## config.mk

```make
export PLATFORM = sky130hd
export DESIGN_NAME = uart_mmio_bridge_flat
export DESIGN_NICKNAME = d
export VERILOG_FILES = /design/src/rtl/uart_pkg.sv /design/src/rtl/uart_mmio_bridge_if.sv /design/src/rtl/uart_fifo.sv /design/src/rtl/uart_mmio_bridge.sv /design/src/flat_wrapper.sv
export SDC_FILE = /design/constraint.sdc
export NUM_CORES = 1
export LEC_CHECK = 0
export CAP_MARGIN = 0
export CORE_ASPECT_RATIO = 1.2
export CORE_MARGIN = 2
export CORE_UTILIZATION = 30
export DETAILED_ROUTE_END_ITERATION = 7
export PLACE_DENSITY = 0.49
export SLEW_MARGIN = 20
export SYNTH_ARGS = -nofsm -noshare
export SYNTH_HDL_FRONTEND = slang
export SYNTH_SLANG_ARGS = --single-unit
```

## constraint.sdc

```tcl
create_clock -name i_clk -period 5.9 [get_ports i_clk]
set_input_delay 0.885 -clock i_clk [delete_from_list [all_inputs] [get_ports i_clk]]
set_output_delay 0.885 -clock i_clk [all_outputs]
set_load 0.01 [all_outputs]
```

## src/rtl/uart_pkg.sv

```systemverilog
// rtl/uart_pkg.sv - shared types and constants for the UART MMIO bridge
package uart_pkg;

  typedef enum logic [1:0] {
    IDLE,
    START,
    DATA,
    STOP
  } uart_state_e;

  localparam int UART_DATA_BITS = 8;

  localparam int STAT_RX_VALID   = 0;
  localparam int STAT_TX_FULL    = 1;
  localparam int STAT_TX_BUSY    = 2;
  localparam int STAT_FRAME_ERR  = 3;
  localparam int STAT_RX_OVERRUN = 4;

  localparam logic [31:0] UART_TX_ADDR     = 32'h8000_0008;
  localparam logic [31:0] UART_RX_ADDR     = 32'h8000_0004;
  localparam logic [31:0] UART_STATUS_ADDR = 32'h8000_0000;

endpackage

```

## src/rtl/uart_mmio_bridge_if.sv

```systemverilog
// rtl/uart_mmio_bridge_if.sv - core-side strobe/data bundle of the UART bridge
interface uart_mmio_bridge_if;

  logic [uart_pkg::UART_DATA_BITS-1:0] i_data_in;
  logic                                i_data_in_valid;
  logic                                i_data_out_ready;
  logic [uart_pkg::UART_DATA_BITS-1:0] o_rx_data;
  logic                                o_rx_valid;
  logic                                o_tx_full;
  logic [31:0]                         o_status;

  modport master (
    output i_data_in, i_data_in_valid, i_data_out_ready,
    input  o_rx_data, o_rx_valid, o_tx_full, o_status
  );

  modport slave (
    input  i_data_in, i_data_in_valid, i_data_out_ready,
    output o_rx_data, o_rx_valid, o_tx_full, o_status
  );

endinterface

```

## src/rtl/uart_fifo.sv

```systemverilog
// rtl/uart_fifo.sv - synchronous FIFO with wrap-bit pointers and registered head
module uart_fifo #(
  parameter int WIDTH = 8,
  parameter int DEPTH = 8
) (
  input  logic             i_clk,
  input  logic             i_rst_n,
  input  logic             i_push,
  input  logic [WIDTH-1:0] i_push_data,
  input  logic             i_pop,
  output logic             o_full,
  output logic             o_empty,
  output logic [WIDTH-1:0] o_head
);

  localparam int AW = $clog2(DEPTH);

  logic [WIDTH-1:0] mem [DEPTH];
  logic [AW:0]      wr_ptr;
  logic [AW:0]      rd_ptr;
  logic             do_pop;
  logic             do_push;

  assign o_empty = (wr_ptr == rd_ptr);
  assign o_full  = (wr_ptr[AW] != rd_ptr[AW]) && (wr_ptr[AW-1:0] == rd_ptr[AW-1:0]);
  // A pop frees a slot first, so a push into a full FIFO is accepted alongside it.
  assign do_pop  = i_pop && !o_empty;
  assign do_push = i_push && (!o_full || do_pop);
  assign o_head  = mem[rd_ptr[AW-1:0]];

  // Storage and pointer update; memory is cleared so the head reads zero out of reset.
  always_ff @(posedge i_clk or negedge i_rst_n) begin
    if (!i_rst_n) begin
      wr_ptr <= '0;
      rd_ptr <= '0;
      for (int i = 0; i < DEPTH; i++) mem[i] <= '0;
    end else begin
      if (do_push) begin
        mem[wr_ptr[AW-1:0]] <= i_push_data;
        wr_ptr              <= wr_ptr + 1'b1;
      end
      if (do_pop) rd_ptr <= rd_ptr + 1'b1;
    end
  end

endmodule

```

## src/rtl/uart_mmio_bridge.sv

```systemverilog
// rtl/uart_mmio_bridge.sv - 8N1 UART with TX/RX FIFOs behind core MMIO strobes
module uart_mmio_bridge
  import uart_pkg::*;
#(
  parameter int CLKS_PER_BIT = 868,
  parameter int FIFO_DEPTH   = 8
) (
  input  logic                i_clk,
  input  logic                i_rst_n,
  uart_mmio_bridge_if.slave   bus,
  input  logic                i_rx,
  output logic                o_tx
);

  localparam int             TW        = $clog2(CLKS_PER_BIT);
  localparam logic [TW-1:0]  BIT_LAST  = TW'(CLKS_PER_BIT - 1);
  localparam logic [TW-1:0]  HALF_LAST = TW'(CLKS_PER_BIT / 2 - 1);
  localparam logic [2:0]     LAST_BIT  = 3'(UART_DATA_BITS - 1);

  uart_state_e                tx_state, tx_state_n;
  logic [TW-1:0]              tx_timer, tx_timer_n;
  logic [2:0]                 tx_bit, tx_bit_n;
  logic [UART_DATA_BITS-1:0]  tx_shift, tx_shift_n;
  logic                       tx_q, tx_q_n;
  logic                       tx_pop, tx_empty;
  logic [UART_DATA_BITS-1:0]  tx_head;

  uart_state_e                rx_state, rx_state_n;
  logic [TW-1:0]              rx_timer, rx_timer_n;
  logic [2:0]                 rx_bit, rx_bit_n;
  logic [UART_DATA_BITS-1:0]  rx_shift, rx_shift_n;
  logic                       rx_meta, rx_sync, rx_prev;
  logic                       rx_push, rx_full, rx_empty;
  logic                       frame_err, frame_err_set;
  logic                       rx_overrun, overrun_set;

  uart_fifo #(.WIDTH(UART_DATA_BITS), .DEPTH(FIFO_DEPTH)) u_tx_fifo (
    .i_clk(i_clk), .i_rst_n(i_rst_n),
    .i_push(bus.i_data_in_valid), .i_push_data(bus.i_data_in), .i_pop(tx_pop),
    .o_full(bus.o_tx_full), .o_empty(tx_empty), .o_head(tx_head)
  );

  uart_fifo #(.WIDTH(UART_DATA_BITS), .DEPTH(FIFO_DEPTH)) u_rx_fifo (
    .i_clk(i_clk), .i_rst_n(i_rst_n),
    .i_push(rx_push), .i_push_data(rx_shift), .i_pop(bus.i_data_out_ready),
    .o_full(rx_full), .o_empty(rx_empty), .o_head(bus.o_rx_data)
  );

  assign o_tx           = tx_q;
  assign bus.o_rx_valid = !rx_empty;
  assign overrun_set    = rx_push && rx_full && !bus.i_data_out_ready;

  // TX next-state: load from FIFO in IDLE or straight after STOP so frames run back-to-back.
  always_comb begin
    tx_state_n = tx_state;
    tx_timer_n = tx_timer;
    tx_bit_n   = tx_bit;
    tx_shift_n = tx_shift;
    tx_q_n     = tx_q;
    tx_pop     = 1'b0;
    unique case (tx_state)
      IDLE: begin
        tx_q_n = 1'b1;
        if (!tx_empty) begin
          tx_pop = 1'b1; tx_shift_n = tx_head; tx_timer_n = '0; tx_bit_n = '0;
          tx_q_n = 1'b0; tx_state_n = START;
        end
      end
      START: begin
        tx_timer_n = tx_timer + 1'b1;
        if (tx_timer == BIT_LAST) begin
          tx_timer_n = '0; tx_q_n = tx_shift[0]; tx_state_n = DATA;
        end
      end
      DATA: begin
        tx_timer_n = tx_timer + 1'b1;
        if (tx_timer == BIT_LAST) begin
          tx_timer_n = '0;
          if (tx_bit == LAST_BIT) begin
            tx_q_n = 1'b1; tx_state_n = STOP;
          end else begin
            tx_bit_n = tx_bit + 1'b1; tx_shift_n = {1'b0, tx_shift[UART_DATA_BITS-1:1]};
            tx_q_n = tx_shift[1];
          end
        end
      end
      STOP: begin
        tx_timer_n = tx_timer + 1'b1;
        if (tx_timer == BIT_LAST) begin
          tx_timer_n = '0;
          if (!tx_empty) begin
            tx_pop = 1'b1; tx_shift_n = tx_head; tx_bit_n = '0;
            tx_q_n = 1'b0; tx_state_n = START;
          end else begin
            tx_q_n = 1'b1; tx_state_n = IDLE;
          end
        end
      end
      default: tx_state_n = IDLE;
    endcase
  end

  // TX state register; the line output is registered and forced idle-high by reset.
  always_ff @(posedge i_clk or negedge i_rst_n) begin
    if (!i_rst_n) begin
      tx_state <= IDLE; tx_timer <= '0; tx_bit <= '0; tx_shift <= '0; tx_q <= 1'b1;
    end else begin
      tx_state <= tx_state_n; tx_timer <= tx_timer_n; tx_bit <= tx_bit_n;
      tx_shift <= tx_shift_n; tx_q <= tx_q_n;
    end
  end

  // RX next-state: edge-triggered start, mid-bit sampling, stop bit decides push or frame error.
  always_comb begin
    rx_state_n    = rx_state;
    rx_timer_n    = rx_timer;
    rx_bit_n      = rx_bit;
    rx_shift_n    = rx_shift;
    rx_push       = 1'b0;
    frame_err_set = 1'b0;
    unique case (rx_state)
      IDLE: begin
        if (rx_prev && !rx_sync) begin
          rx_timer_n = '0; rx_state_n = START;
        end
      end
      START: begin
        rx_timer_n = rx_timer + 1'b1;
        if (rx_timer == HALF_LAST) begin
          rx_timer_n = '0; rx_bit_n = '0;
          rx_state_n = rx_sync ? IDLE : DATA;
        end
      end
      DATA: begin
        rx_timer_n = rx_timer + 1'b1;
        if (rx_timer == BIT_LAST) begin
          rx_timer_n = '0;
          rx_shift_n = {rx_sync, rx_shift[UART_DATA_BITS-1:1]};
          rx_bit_n   = rx_bit + 1'b1;
          if (rx_bit == LAST_BIT) rx_state_n = STOP;
        end
      end
      STOP: begin
        rx_timer_n = rx_timer + 1'b1;
        if (rx_timer == BIT_LAST) begin
          rx_timer_n    = '0;
          rx_push       = rx_sync;
          frame_err_set = !rx_sync;
          rx_state_n    = IDLE;
        end
      end
      default: rx_state_n = IDLE;
    endcase
  end

  // RX synchronizer, state register and sticky flags; a set beats a same-cycle pop clear.
  always_ff @(posedge i_clk or negedge i_rst_n) begin
    if (!i_rst_n) begin
      rx_meta <= 1'b1; rx_sync <= 1'b1; rx_prev <= 1'b1;
      rx_state <= IDLE; rx_timer <= '0; rx_bit <= '0; rx_shift <= '0;
      frame_err <= 1'b0; rx_overrun <= 1'b0;
    end else begin
      rx_meta <= i_rx; rx_sync <= rx_meta; rx_prev <= rx_sync;
      rx_state <= rx_state_n; rx_timer <= rx_timer_n; rx_bit <= rx_bit_n;
      rx_shift <= rx_shift_n;
      frame_err  <= frame_err_set | (frame_err & !bus.i_data_out_ready);
      rx_overrun <= overrun_set | (rx_overrun & !bus.i_data_out_ready);
    end
  end

  // Status word for the SoC read mux.
  always_comb begin
    bus.o_status                  = '0;
    bus.o_status[STAT_RX_VALID]   = !rx_empty;
    bus.o_status[STAT_TX_FULL]    = bus.o_tx_full;
    bus.o_status[STAT_TX_BUSY]    = (tx_state != IDLE);
    bus.o_status[STAT_FRAME_ERR]  = frame_err;
    bus.o_status[STAT_RX_OVERRUN] = rx_overrun;
  end

endmodule

```

## src/flat_wrapper.sv

```systemverilog
// flat-port wrapper written by rule: the top's interface ports become plain ports
module uart_mmio_bridge_flat import uart_pkg::*;
#(
  parameter int CLKS_PER_BIT = 868,
  parameter int FIFO_DEPTH   = 8
)
  (i_clk, i_rst_n, i_rx, o_tx, bus_i_data_in, bus_i_data_in_valid, bus_i_data_out_ready, bus_o_rx_data, bus_o_rx_valid, bus_o_tx_full, bus_o_status);
  uart_mmio_bridge_if bus_i ();
  input  logic i_clk;
  input  logic i_rst_n;
  input  logic i_rx;
  output logic o_tx;
  input wire logic [$bits(bus_i.i_data_in)-1:0] bus_i_data_in;
  input wire logic [$bits(bus_i.i_data_in_valid)-1:0] bus_i_data_in_valid;
  input wire logic [$bits(bus_i.i_data_out_ready)-1:0] bus_i_data_out_ready;
  output wire logic [$bits(bus_i.o_rx_data)-1:0] bus_o_rx_data;
  output wire logic [$bits(bus_i.o_rx_valid)-1:0] bus_o_rx_valid;
  output wire logic [$bits(bus_i.o_tx_full)-1:0] bus_o_tx_full;
  output wire logic [$bits(bus_i.o_status)-1:0] bus_o_status;
  assign bus_i.i_data_in = bus_i_data_in;
  assign bus_i.i_data_in_valid = bus_i_data_in_valid;
  assign bus_i.i_data_out_ready = bus_i_data_out_ready;
  assign bus_o_rx_data = bus_i.o_rx_data;
  assign bus_o_rx_valid = bus_i.o_rx_valid;
  assign bus_o_tx_full = bus_i.o_tx_full;
  assign bus_o_status = bus_i.o_status;
  uart_mmio_bridge #(.CLKS_PER_BIT(CLKS_PER_BIT), .FIFO_DEPTH(FIFO_DEPTH)) u_core (.i_clk(i_clk), .i_rst_n(i_rst_n), .bus(bus_i), .i_rx(i_rx), .o_tx(o_tx));
endmodule
```

==> PnR_summary.wiki, run 1 <==
{| class="wikitable"
! Metric !! Value
|-
| Outcome || complete, no violations
|-
| Critical Setup Path Class || reg2out
|-
| Fraction of registers with async set/reset || 100%
|-
| Yosys synthesis warning count || 0
|-
| Most used DFF post-synth || sky130_fd_sc_hd__dfrtp_1
|-
| Total half-perimeter wirelength after legalization and detailed placement || 12,200 µm
|-
| Total CTS buffers || 17
|-
| Io pins || 56
|-
| Critical Path Source Type || register
|-
| Chain of cells forming the critical path || xor2_1 > nor4_1 > clkdlybuf4s50_1
|-
| IR Drop Worst-Case VDD || 0.189 mV
|-
| Site Rows || 72
|-
| Area Overhead vs Synth || 12.6%
|-
| Clock Skew || 0.00949 ns
|-
| Pin count of the biggest net entering global routing || 90
|-
| Arrival @ worst endpoint || 2.70 ns
|-
| Synthesized area per cell || 13.4 µm²
|-
| Hold-fix buffers, CTS || 0
|-
| GPL Wtd Cong || 0.722
|-
| Number of flops mapped to enable cells by yosys || 0
|-
| Bufs and invs on worst path || 1
|-
| Register area share after synthesis || 50.8%
|-
| Wire length of the first global-routing pass || 32,500 µm
|-
| Number of nets in the layout || 765
|-
| CTS clk-pin slew, worst paths || 0.07 ns
|-
| Crit-path leading delay family || flip-flops
|-
| Resized Gates After CTS || 0
|-
| Area of the placeable core || 0.0320 mm²
|-
| Width of the chip || 168 µm
|-
| Overall die area || 0.0337 mm²
|-
| Top cell type by total area after synthesis || sky130_fd_sc_hd__dfrtp_1
|-
| CP endpoint kind || output pin
|-
| Vias per Instance || 4.87
|-
| Post-DRT Antenna Nets || 0
|-
| Unrepaired setup endpoints after global routing || false
|-
| Max capacitance violation total || 0
|-
| GR Overflow Total || 0
|-
| Finish-stage setup viols || 0
|-
| ANT cells || 0
|-
| Routed length per placed instance || 16.6 µm
|-
| Post-Synthesis Cell Area || 0.00967 mm²
|-
| Number of antenna violations at the first check in global routing || 0
|-
| IO Port Bufs || 28
|-
| Max H-tree Level || 4
|-
| Number of synthesized register bits || 196
|-
| Worst rel slew slack || 33.9%
|-
| Clock Path Buffers || 2
|-
| Utilization after layout || 34.0%
|-
| Master of the slowest instance on the critical path || sky130_fd_sc_hd__dfrtp_1
|-
| Via count of the first global-routing pass || 5,912
|-
| Worst min path class || reg2reg
|-
| LEAKAGE || 0.00479 µW
|-
| Vertical die dimension || 201 µm
|-
| Areal power density over the cells || 426 mW/mm²
|-
| Synth top area share || 49.7%
|-
| Global-route total usage across every layer || 12.2%
|-
| Vias || 5,600
|-
| Fmax || 279 MHz
|-
| Number of sinks on the clock net || 196
|-
| Post-CTS setup-driven buffer insertion count || 0
|-
| Commonest cells in the synthesized netlist || 192 x sky130_fd_sc_hd__dfrtp_1, 149 x sky130_fd_sc_hd__mux2_2, 32 x sky130_fd_sc_hd__mux4_2, 32 x sky130_fd_sc_hd__nand2_1, 31 x sky130_fd_sc_hd__buf_4
|-
| Portion of the clock cycle consumed by the worst path in the final layout || 60.8%
|-
| Count leader, synth || sky130_fd_sc_hd__dfrtp_1
|-
| TritonCTS clock tree || yes
|-
| Slowest stage delay, CP || 0.95 ns
|-
| DR iter-0 viols || 230
|-
| Ranking of synthesized cells by area || sky130_fd_sc_hd__dfrtp_1 50%, sky130_fd_sc_hd__mux2_2 17%, sky130_fd_sc_hd__mux4_2 7.5%, sky130_fd_sc_hd__ha_1 2.7%, sky130_fd_sc_hd__buf_4 2.4%
|-
| Post-synthesis instance total || 722
|-
| Maximum net fanout on the critical path || 20
|-
| Clock period minus final worst setup slack || 3.59 ns
|-
| Slew at the pin closest to its max-slew limit || 0.983 ns
|-
| Max Slew Vio Count || 0
|-
| Cell at the root of the clock tree || sky130_fd_sc_hd__clkbuf_16
|-
| Critical Path RT || 5.02 ns
|-
| Total length of routed wires || 19,100 µm
|-
| Source-to-sink clock delay at the later pin of the worst-skew pair || 0.44 ns
|-
| Residual DRC || 0
|-
| Distinct cell type count of the synthesized netlist || 64
|-
| Starting Density || 30.2%
|-
| Drt pass-1 iters || 4
|-
| Ratio of cells with drive above 1 in the final layout || 32.9%
|-
| Setup total negative slack || 0 ns
|-
| Count of endpoints failing hold in the final timing report || 0
|}
-- area by class of cell --
type,instances,area [µm²]
fillers,3117,21100
flip-flops and latches,196,4910
multi-input cells,460,4400
well taps,407,509
clock buffers,17,425
repair buffers,35,337
clock inverters,15,229
inverters,21,78.8
-- worst reg2reg max path, stage by stage, from the launching register on --
cell and delay (ns):
sky130_fd_sc_hd__dfrtp_1 0.95, sky130_fd_sc_hd__xor2_1 0.25, sky130_fd_sc_hd__nor4b_1 0.09, sky130_fd_sc_hd__buf_4 0.16
sky130_fd_sc_hd__o31a_1 0.39, sky130_fd_sc_hd__nor3b_2 0.83, sky130_fd_sc_hd__mux2_2 0.42
-- placed cells by master, fill, tap and decap left out, types with 3 or more instances in the layout --
cell type | netlist | layout
sky130_fd_sc_hd__nand2b_1 | 5 | 5
sky130_fd_sc_hd__nand3b_1 | 4 | 4
sky130_fd_sc_hd__o21ai_0 | 24 | 24
sky130_fd_sc_hd__xnor2_1 | 13 | 13
sky130_fd_sc_hd__mux2_2 | 149 | 149
sky130_fd_sc_hd__mux2i_1 | 13 | 13
sky130_fd_sc_hd__ha_1 | 21 | 21
sky130_fd_sc_hd__mux4_2 | 32 | 32
sky130_fd_sc_hd__nor2_1 | 18 | 18
sky130_fd_sc_hd__nor3_1 | 7 | 7
sky130_fd_sc_hd__clkdlybuf4s50_1 | 0 | 27
sky130_fd_sc_hd__conb_1 | 1 | 27
sky130_fd_sc_hd__nand4_1 | 4 | 4
sky130_fd_sc_hd__inv_1 | 21 | 21
sky130_fd_sc_hd__nand2_1 | 32 | 32
sky130_fd_sc_hd__clkbuf_16 | 0 | 17
sky130_fd_sc_hd__inv_6 | 0 | 3
sky130_fd_sc_hd__buf_4 | 31 | 7
sky130_fd_sc_hd__o31ai_1 | 9 | 9
sky130_fd_sc_hd__and4b_1 | 3 | 3
sky130_fd_sc_hd__dfstp_2 | 4 | 4
sky130_fd_sc_hd__mux2_4 | 8 | 8
sky130_fd_sc_hd__a31oi_1 | 9 | 9
sky130_fd_sc_hd__bufinv_16 | 0 | 5
sky130_fd_sc_hd__and3_1 | 5 | 5
sky130_fd_sc_hd__xor2_1 | 8 | 8
sky130_fd_sc_hd__dfrtp_1 | 192 | 192
sky130_fd_sc_hd__a21oi_1 | 5 | 5
sky130_fd_sc_hd__nand3_1 | 13 | 13
sky130_fd_sc_hd__clkinv_4 | 0 | 4
-- logic make-up after synthesis --
| group | Yosys count | share of synthesized area [%] |
|---|---|---|
| fa+ha+maj | 21 | 2.72 |
| buf+inv | 92 | 5.20 |
| flops | 196 | 50.8 |
| other cells | 1 | 0.0388 |
| compound gates | 71 | 4.90 |
| xor+xnor | 21 | 1.90 |
| simple gates | 118 | 7.07 |
| mux | 202 | 27.4 |
-- flip-flops by register name (all words and copies together) (netlist names), 2 cells and up, named ones only --
name,flops
u_core.u_rx_fifo.wr_ptr,4
u_core.rx_bit,3
u_core.u_tx_fifo.mem,64
u_core.tx_bit,3
u_core.u_tx_fifo.wr_ptr,4
u_core.rx_shift,8
u_core.rx_timer,10
u_core.u_rx_fifo.rd_ptr,4
u_core.u_rx_fifo.mem,64
u_core.tx_timer,10
u_core.u_tx_fifo.rd_ptr,4
u_core.tx_state,2
u_core.tx_shift,8
-- final timing paths --
kind / from / to / slack [ns] / cells after the start
setup / recovery: u_core.u_tx_fifo.rd_ptr[1]$_DFFE_PN0P_ / bus_o_tx_full / 2.31 / 3
hold / removal: u_core.rx_meta$_DFF_PN1_ / u_core.rx_sync$_DFF_PN1_ / 0.37 / 0
setup reg to reg: u_core.u_tx_fifo.rd_ptr[1]$_DFFE_PN0P_ / u_core.u_tx_fifo.mem[7]$_DFFE_PN0P_ / 2.70 / 6
hold reg to reg: u_core.rx_meta$_DFF_PN1_ / u_core.rx_sync$_DFF_PN1_ / 0.37 / 0
max in group asynchronous: i_rst_n / u_core.u_rx_fifo.mem[57]$_DFFE_PN0P_ / 4.13 / 2
min in group asynchronous: i_rst_n / u_core.u_tx_fifo.mem[53]$_DFFE_PN0P_ / 0.48 / 1
-- where the power goes --
| part | total [µW] | internal [µW] | switching (µW) | leakage [µW] |
|---|---|---|---|---|
| sequential | 1920 | 1670 | 249 | 0.00256 |
| combinational | 1430 | 782 | 649 | 0.00191 |
| clock | 1290 | 758 | 535 | 0.000318 |
| total | 4640 | 3210 | 1430 | 0.00479 |
-- per-stage QoR --
step	cell area [µm²]	instances	setup slack, ns	hold slack (ns)	total power (µW)
2_1_floorplan	9770	748	3.05	0.345	3040
3_3_place_gp	10200	1119	2.57	0.351	3390
3_5_place_dp	10200	1119	2.51	0.347	3400
4_1_cts	10900	1151	2.20	0.366	4720
5_1_grt	10900	1151	2.12	0.370	4970
6_report	10900	1151	2.31	0.367	4640
-- routing by layer --
metal	track usage (%)	wire length (µm)
met1	16.6	9360
met2	19.5	9080
met3	2.15	337
met4	4.29	322
met5	0	0
No activity file was read; power rests on OpenSTA's default activity.
==> run 2: changes to the inputs <==
PLACE_DENSITY = 0.5   (was 0.49)
clock period = 2.9 ns   (was 5.9 ns; I/O delays follow)
==> run 2 against run 1 <==
Compared with the run above:
- the flow now finishes with violations (negative hold slack)
- critical path depth increased by 1
- clock skew increased by 0.0011 ns
- critical path type unchanged
- global-route usage increased by 0.32 points
==> PnR_summary.wiki, run 2 (synthesis gave the netlist of run 1 again) <==
{| class="wikitable"
! Metric !! Value
|-
| Outcome || finished, violations left
|-
| Violated checks || negative hold slack
|-
| Fmax || 360 MHz
|-
| Critical Path RT || 2.47 ns (-2.55 ns)
|-
| Overall die area || 0.0337 mm² (unchanged)
|-
| Maximum net fanout on the critical path || 20 (unchanged)
|-
| GPL Wtd Cong || 0.767 (+6.3%)
|-
| Number of antenna violations at the first check in global routing || 0 (unchanged)
|-
| Global-route total usage across every layer || 12.5% (+0.32 points)
|-
| Ratio of cells with drive above 1 in the final layout || 36.3% (+3.4 points)
|-
| Areal power density over the cells || 821 mW/mm² (+93%)
|-
| CTS clk-pin slew, worst paths || 0.06 ns (about the same)
|-
| IO Port Bufs || 28 (unchanged)
|-
| Vias || 5,714 (+2.0%)
|-
| DR iter-0 viols || 257 (+12%)
|-
| Routed length per placed instance || 16.8 µm (+0.98%)
|-
| LEAKAGE || 0.00496 µW (+3.7%)
|-
| Vertical die dimension || 201 µm (unchanged)
|-
| Drt pass-1 iters || 4 (unchanged)
|-
| Worst rel slew slack || 45.9% (+12 points)
|-
| Pin count of the biggest net entering global routing || 65 (-28%)
|-
| Area of the placeable core || 0.0320 mm² (unchanged)
|-
| Worst min path class || in2async
|-
| Clock Path Buffers || 2 (unchanged)
|-
| Unrepaired setup endpoints after global routing || false
|-
| Arrival @ worst endpoint || 2.34 ns (-0.36 ns)
|-
| Area Overhead vs Synth || 15.3%
|-
| Count of endpoints failing hold in the final timing report || 4 (+4)
|-
| Slew at the pin closest to its max-slew limit || 0.811 ns (-0.172 ns)
|-
| Clock Skew || 0.0106 ns (+0.00108 ns)
|-
| ANT cells || 0 (unchanged)
|-
| Setup total negative slack || 0 ns (unchanged)
|-
| Site Rows || 72 (unchanged)
|-
| GR Overflow Total || 0 (unchanged)
|-
| Wire length of the first global-routing pass || 33,000 µm (+1.6%)
|-
| TritonCTS clock tree || yes
|-
| Portion of the clock cycle consumed by the worst path in the final layout || 95.7%
|-
| Starting Density || 30.2% (unchanged)
|-
| Vias per Instance || 4.79 (-1.5%)
|-
| Post-DRT Antenna Nets || 0 (unchanged)
|-
| Worst hold slack || -0.00948 ns (-0.376 ns)
|-
| Number of nets in the layout || 806 (+5.4%)
|-
| Post-CTS setup-driven buffer insertion count || 0 (unchanged)
|-
| Total half-perimeter wirelength after legalization and detailed placement || 13,200 µm (+8.2%)
|-
| Io pins || 56 (unchanged)
|-
| Critical Setup Path Class || reg2out
|-
| Commonest non-fill, non-tap cell in the layout || sky130_fd_sc_hd__dfrtp_1
|-
| Critical Path Source Type || register
|-
| Total CTS buffers || 17 (unchanged)
|-
| IR Drop Worst-Case VDD || 0.369 mV (+95%)
|-
| Residual DRC || 0 (unchanged)
|-
| Source-to-sink clock delay at the later pin of the worst-skew pair || 0.43 ns (about the same)
|-
| Clock period minus final worst setup slack || 2.78 ns
|-
| Width of the chip || 168 µm (unchanged)
|-
| Total length of routed wires || 20,000 µm (+4.6%)
|-
| Commonest non-fill, non-tap cells in the layout || 192 x sky130_fd_sc_hd__dfrtp_1, 149 x sky130_fd_sc_hd__mux2_2, 41 x sky130_fd_sc_hd__buf_4
|-
| Finish-stage setup viols || 0 (unchanged)
|-
| Max H-tree Level || 4 (unchanged)
|-
| Regs by FF count || u_core.u_rx_fifo.mem: 64 flops, u_core.u_tx_fifo.mem: 64 flops
|-
| Max Slew Vio Count || 0 (unchanged)
|-
| Max capacitance violation total || 0 (unchanged)
|-
| Via count of the first global-routing pass || 5,893 (-0.32%)
|-
| CP endpoint kind || output pin
|-
| Cell at the root of the clock tree || sky130_fd_sc_hd__clkbuf_16
|-
| Number of sinks on the clock net || 196 (unchanged)
|}
run 2: worst paths after layout:
path	slack [ns]	cells after the start	end	from
setup / recovery	0.12	4	bus_o_rx_data[7]	u_core.u_rx_fifo.rd_ptr[0]$_DFFE_PN0P_
hold / removal	-0.009	1	u_core.u_rx_fifo.mem[48]$_DFFE_PN0P_	i_rst_n
setup reg to reg	0.14	8	u_core.u_tx_fifo.mem[63]$_DFFE_PN0P_	u_core.tx_timer[0]$_DFFE_PN0P_
hold reg to reg	0.36	0	u_core.rx_sync$_DFF_PN1_	u_core.rx_meta$_DFF_PN1_
max in group asynchronous	2.09	2	u_core.rx_meta$_DFF_PN1_	i_rst_n
min in group i_clk	0.36	0	u_core.rx_sync$_DFF_PN1_	u_core.rx_meta$_DFF_PN1_
run 2: per-stage QoR:
stage	power [µW]	cell area [µm²]	setup slack, ns	std cells	utilization (%)
after floorplan	6180	9770	0.265	748	-
after global placement	7020	10600	0.136	1160	33.2
after detailed placement	7080	10600	0.102	1160	33.2
after CTS	9310	11100	0.0628	1192	34.8
after global routing	9760	11100	0.0232	1192	34.9
final	9160	11100	0.125	1192	34.9
run 2: repair_timing:
action,4_1_cts,5_1_grt
gates resized for setup,0,2
hold buffers,0,0
endpoints found under the setup margin,0,16
run 2: worst max-delay path, cell delays in order, from the launching register on:
cell	delay (ns)
sky130_fd_sc_hd__dfrtp_1	0.37
sky130_fd_sc_hd__buf_12	0.21
sky130_fd_sc_hd__mux4_2	0.52
sky130_fd_sc_hd__mux2_2	0.31
sky130_fd_sc_hd__clkdlybuf4s50_1	0.49
run 2: report_power, final:
group	switching (µW)	internal (µW)	total [µW]
combinational	1510	1710	3220
sequential	361	3400	3760
clock	1050	1130	2180
run 2: final cells by class:
class / instances / area, µm²
clock buffers: 21 / 450
well taps: 407 / 509
repair buffers: 76 / 732
flip-flops and latches: 196 / 4910
inverters: 21 / 78.8
clock inverters: 11 / 82.6
multi-input cells: 460 / 4390
fillers: 3155 / 20800
run 2: per-layer routing:
layer	global-route usage, %	vias up	share of wire [%]
met3	2.03	13	2.0
li1	-	2687	-
met5	0	-	0
met2	20.8	62	49
met4	3.73	0	1.2
met1	16.8	2952	48
==> run 3: changes to the inputs <==
clock period = 2.48 ns   (was 2.9 ns; I/O delays follow)
==> run 3 against run 2 <==
Compared with the run above:
- the flow finishes with violations (negative setup slack)
- combinational power grew 33%
- sequential share of layout area fell by 2.4 points
- clock skew increased by 0.0043 ns
- utilization rose by 2.1 points
- via count grew 3.4%
- first-iteration DRC count shrank 20%
- wire length grew 4.2%
- largest cell class unchanged
- highest routed layer unchanged
==> PnR_summary.wiki, run 3 (synthesis gave the netlist of run 1 again) <==
{| class="wikitable"
! Metric !! Value
|-
| Worst rel slew slack || 64.9% (+19 points)
|-
| Max capacitance violation total || 0 (unchanged)
|-
| Chain of cells forming the critical path || ha_2 > nand4b_1 > o41a_1 > o31a_1 > or4b_4 > mux2_4
|-
| TritonCTS clock tree || yes
|-
| Global-route total usage across every layer || 12.7% (+0.17 points)
|-
| Worst Setup Slack, final || -0.0841 ns (-0.209 ns)
|-
| Post-route standard cell area excluding fillers || 0.0118 mm² (+5.9%)
|-
| Fmax || 390 MHz
|-
| Routed length per placed instance || 16.8 µm (about the same)
|-
| Overall die area || 0.0337 mm² (unchanged)
|-
| GPL Wtd Cong || 0.731 (-4.8%)
|-
| Critical path depth || 6 (+2)
|-
| Vias || 5,910 (+3.4%)
|-
| Slew at the pin closest to its max-slew limit || 0.527 ns (-0.285 ns)
|-
| Ratio of cells with drive above 1 in the final layout || 41.9% (+5.6 points)
|-
| CTS clk-pin slew, worst paths || 0.08 ns (+0.02 ns)
|-
| Unrepaired setup endpoints after global routing || true
|-
| GR Overflow Total || 0 (unchanged)
|-
| Wire length of the first global-routing pass || 33,600 µm (+1.7%)
|-
| Cell at the root of the clock tree || sky130_fd_sc_hd__clkbuf_16
|-
| Total half-perimeter wirelength after legalization and detailed placement || 13,700 µm (+3.5%)
|-
| Clock period minus final worst setup slack || 2.56 ns
|-
| Maximum net fanout on the critical path || 8 (-60%)
|-
| Arrival @ worst endpoint || 2.89 ns (+0.55 ns)
|-
| Non-Filler Instances || 1,242 (+4.2%)
|-
| Io pins || 56 (unchanged)
|-
| Drt pass-1 iters || 5 (+1)
|-
| Cell Area, Placed || 0.0109 mm² (+2.7%)
|-
| Crit-path leading delay family || compound AO/OA/AOI/OAI gates
|-
| Violated checks || negative setup slack
|-
| LEAKAGE || 0.00537 µW (+8.2%)
|-
| Clock Path Buffers || 2 (unchanged)
|-
| Hold Crit Depth || 1
|-
| Worst hold slack || 0.348 ns (+0.357 ns)
|-
| Vertical die dimension || 201 µm (unchanged)
|-
| Area Overhead vs Synth || 22.1%
|-
| CP endpoint kind || register
|-
| Outcome || finished, violations left
|-
| Starting Density || 30.2% (unchanged)
|-
| Commonest non-fill, non-tap cells in the layout || 191 x sky130_fd_sc_hd__dfrtp_1, 119 x sky130_fd_sc_hd__mux2_2, 77 x sky130_fd_sc_hd__buf_4
|-
| Bufs and invs on worst path || 0 (-2)
|-
| Max H-tree Level || 4 (unchanged)
|-
| Residual DRC || 0 (unchanged)
|-
| Regs by FF count || u_core.u_rx_fifo.mem: 64 flops, u_core.u_tx_fifo.mem: 64 flops
|-
| Post-DRT Antenna Nets || 0 (unchanged)
|-
| Vias per Instance || 4.76 (-0.73%)
|-
| Design Power || 11,400 µW (+24%)
|-
| Width of the chip || 168 µm (unchanged)
|-
| Total CTS buffers || 17 (unchanged)
|-
| Pin count of the biggest net entering global routing || 57 (-12%)
|-
| Area of the placeable core || 0.0320 mm² (unchanged)
|-
| Clock Skew || 0.0149 ns (+0.00429 ns)
|-
| IO Port Bufs || 28 (unchanged)
|-
| Commonest non-fill, non-tap cell in the layout || sky130_fd_sc_hd__dfrtp_1
|-
| Critical Path RT || 2.80 ns (+0.33 ns)
|-
| Critical Setup Path Class || reg2reg
|-
| Site Rows || 72 (unchanged)
|-
| Slowest stage delay, CP || 0.63 ns (+0.11 ns)
|-
| Critical Path Source Type || register
|-
| Count of endpoints failing hold in the final timing report || 0 (-4)
|-
| Total length of routed wires || 20,800 µm (+4.2%)
|-
| ANT cells || 0 (unchanged)
|-
| Max Slew Vio Count || 0 (unchanged)
|-
| Via count of the first global-routing pass || 6,182 (+4.9%)
|-
| Number of sinks on the clock net || 196 (unchanged)
|-
| Source-to-sink clock delay at the later pin of the worst-skew pair || 0.44 ns (about the same)
|-
| Number of cells traversed by the worst register-to-register path || 6 (-2)
|-
| Placed cells || 1,196 (+3.1%)
|-
| Areal power density over the cells || 965 mW/mm² (+18%)
|-
| Number of antenna violations at the first check in global routing || 0 (unchanged)
|-
| Worst min path class || in2reg
|-
| IR Drop Worst-Case VDD || 0.455 mV (+23%)
|-
| DR iter-0 viols || 206 (-20%)
|-
| Number of nets in the layout || 856 (+6.2%)
|-
| Portion of the clock cycle consumed by the worst path in the final layout || 103%
|-
| Finish-stage setup viols || 37 (+37)
|-
| Master of the slowest instance on the critical path || sky130_fd_sc_hd__or4b_4
|}
-- run 3: per-stage QoR --
stage	setup slack (ns)	TNS (ns)	utilization [%]
floorplan	-0.139	-1.15	-
global route	-0.142	-5.04	36.9
detailed placement	-0.0809	-1.48	34.1
CTS	-0.0862	-1.63	36.4
global placement	-0.0703	-0.971	34.1
finish	-0.0841	-1.06	36.9
-- run 3: worst paths after layout --
| kind | start | end | slack [ns] |
|---|---|---|---|
| setup / recovery | u_core.tx_timer[0]$_DFFE_PN0P_ | u_core.u_tx_fifo.mem[30]$_DFFE_PN0P_ | -0.08 |
| hold reg to reg | u_core.rx_meta$_DFF_PN1_ | u_core.rx_sync$_DFF_PN1_ | 0.36 |
| min in group asynchronous | i_rst_n | u_core.u_rx_fifo.mem[54]$_DFFE_PN0P_ | 0.48 |
| max in group asynchronous | i_rst_n | u_core.u_tx_fifo.mem[10]$_DFFE_PN0P_ | 1.26 |
| setup reg to reg | u_core.tx_timer[0]$_DFFE_PN0P_ | u_core.u_tx_fifo.mem[30]$_DFFE_PN0P_ | -0.08 |
| hold / removal | i_rx | u_core.rx_meta$_DFF_PN1_ | 0.35 |
-- run 3: metal layers --
| layer | global-route usage, % | share of wire, % | up-vias |
|---|---|---|---|
| li1 | - | - | 2766 |
| met4 | 3.88 | 1.3 | 0 |
| met1 | 16.4 | 47 | 3043 |
| met3 | 1.97 | 2.2 | 19 |
| met2 | 21.8 | 50 | 82 |
| met5 | 0 | 0 | - |
-- run 3: cell type report --
class	count	area [µm²]
multi-input cells	460	4560
fillers	3080	20200
flip-flops and latches	196	4910
clock inverters	14	141
clock buffers	18	429
well taps	407	509
repair buffers	126	1180
inverters	21	78.8
-- run 3: report_power, final --
part	internal, µW	total (µW)	switching [µW]	leakage (µW)
Combinational	2390	4290	1900	0.00255
Clock	1410	2730	1310	0.000267
Sequential	3970	4380	408	0.00255
-- run 3: timing repair --
item,4_1_cts,5_1_grt
pin swaps,4,5
gates resized for setup,52,33
endpoints found under the setup margin,69,107
setup buffers,4,8
hold endpoints to repair,49,0
cloned,1,2
hold buffers,1,0
-- run 3: worst reg2reg max path, delay by kind of cell (launching register included) --
family | cells | cell delay [ns]
compound gates | 2 | 0.80
fa+ha+maj | 1 | 0.18
flops | 1 | 0.37
mux | 1 | 0.34
simple gates | 2 | 0.76
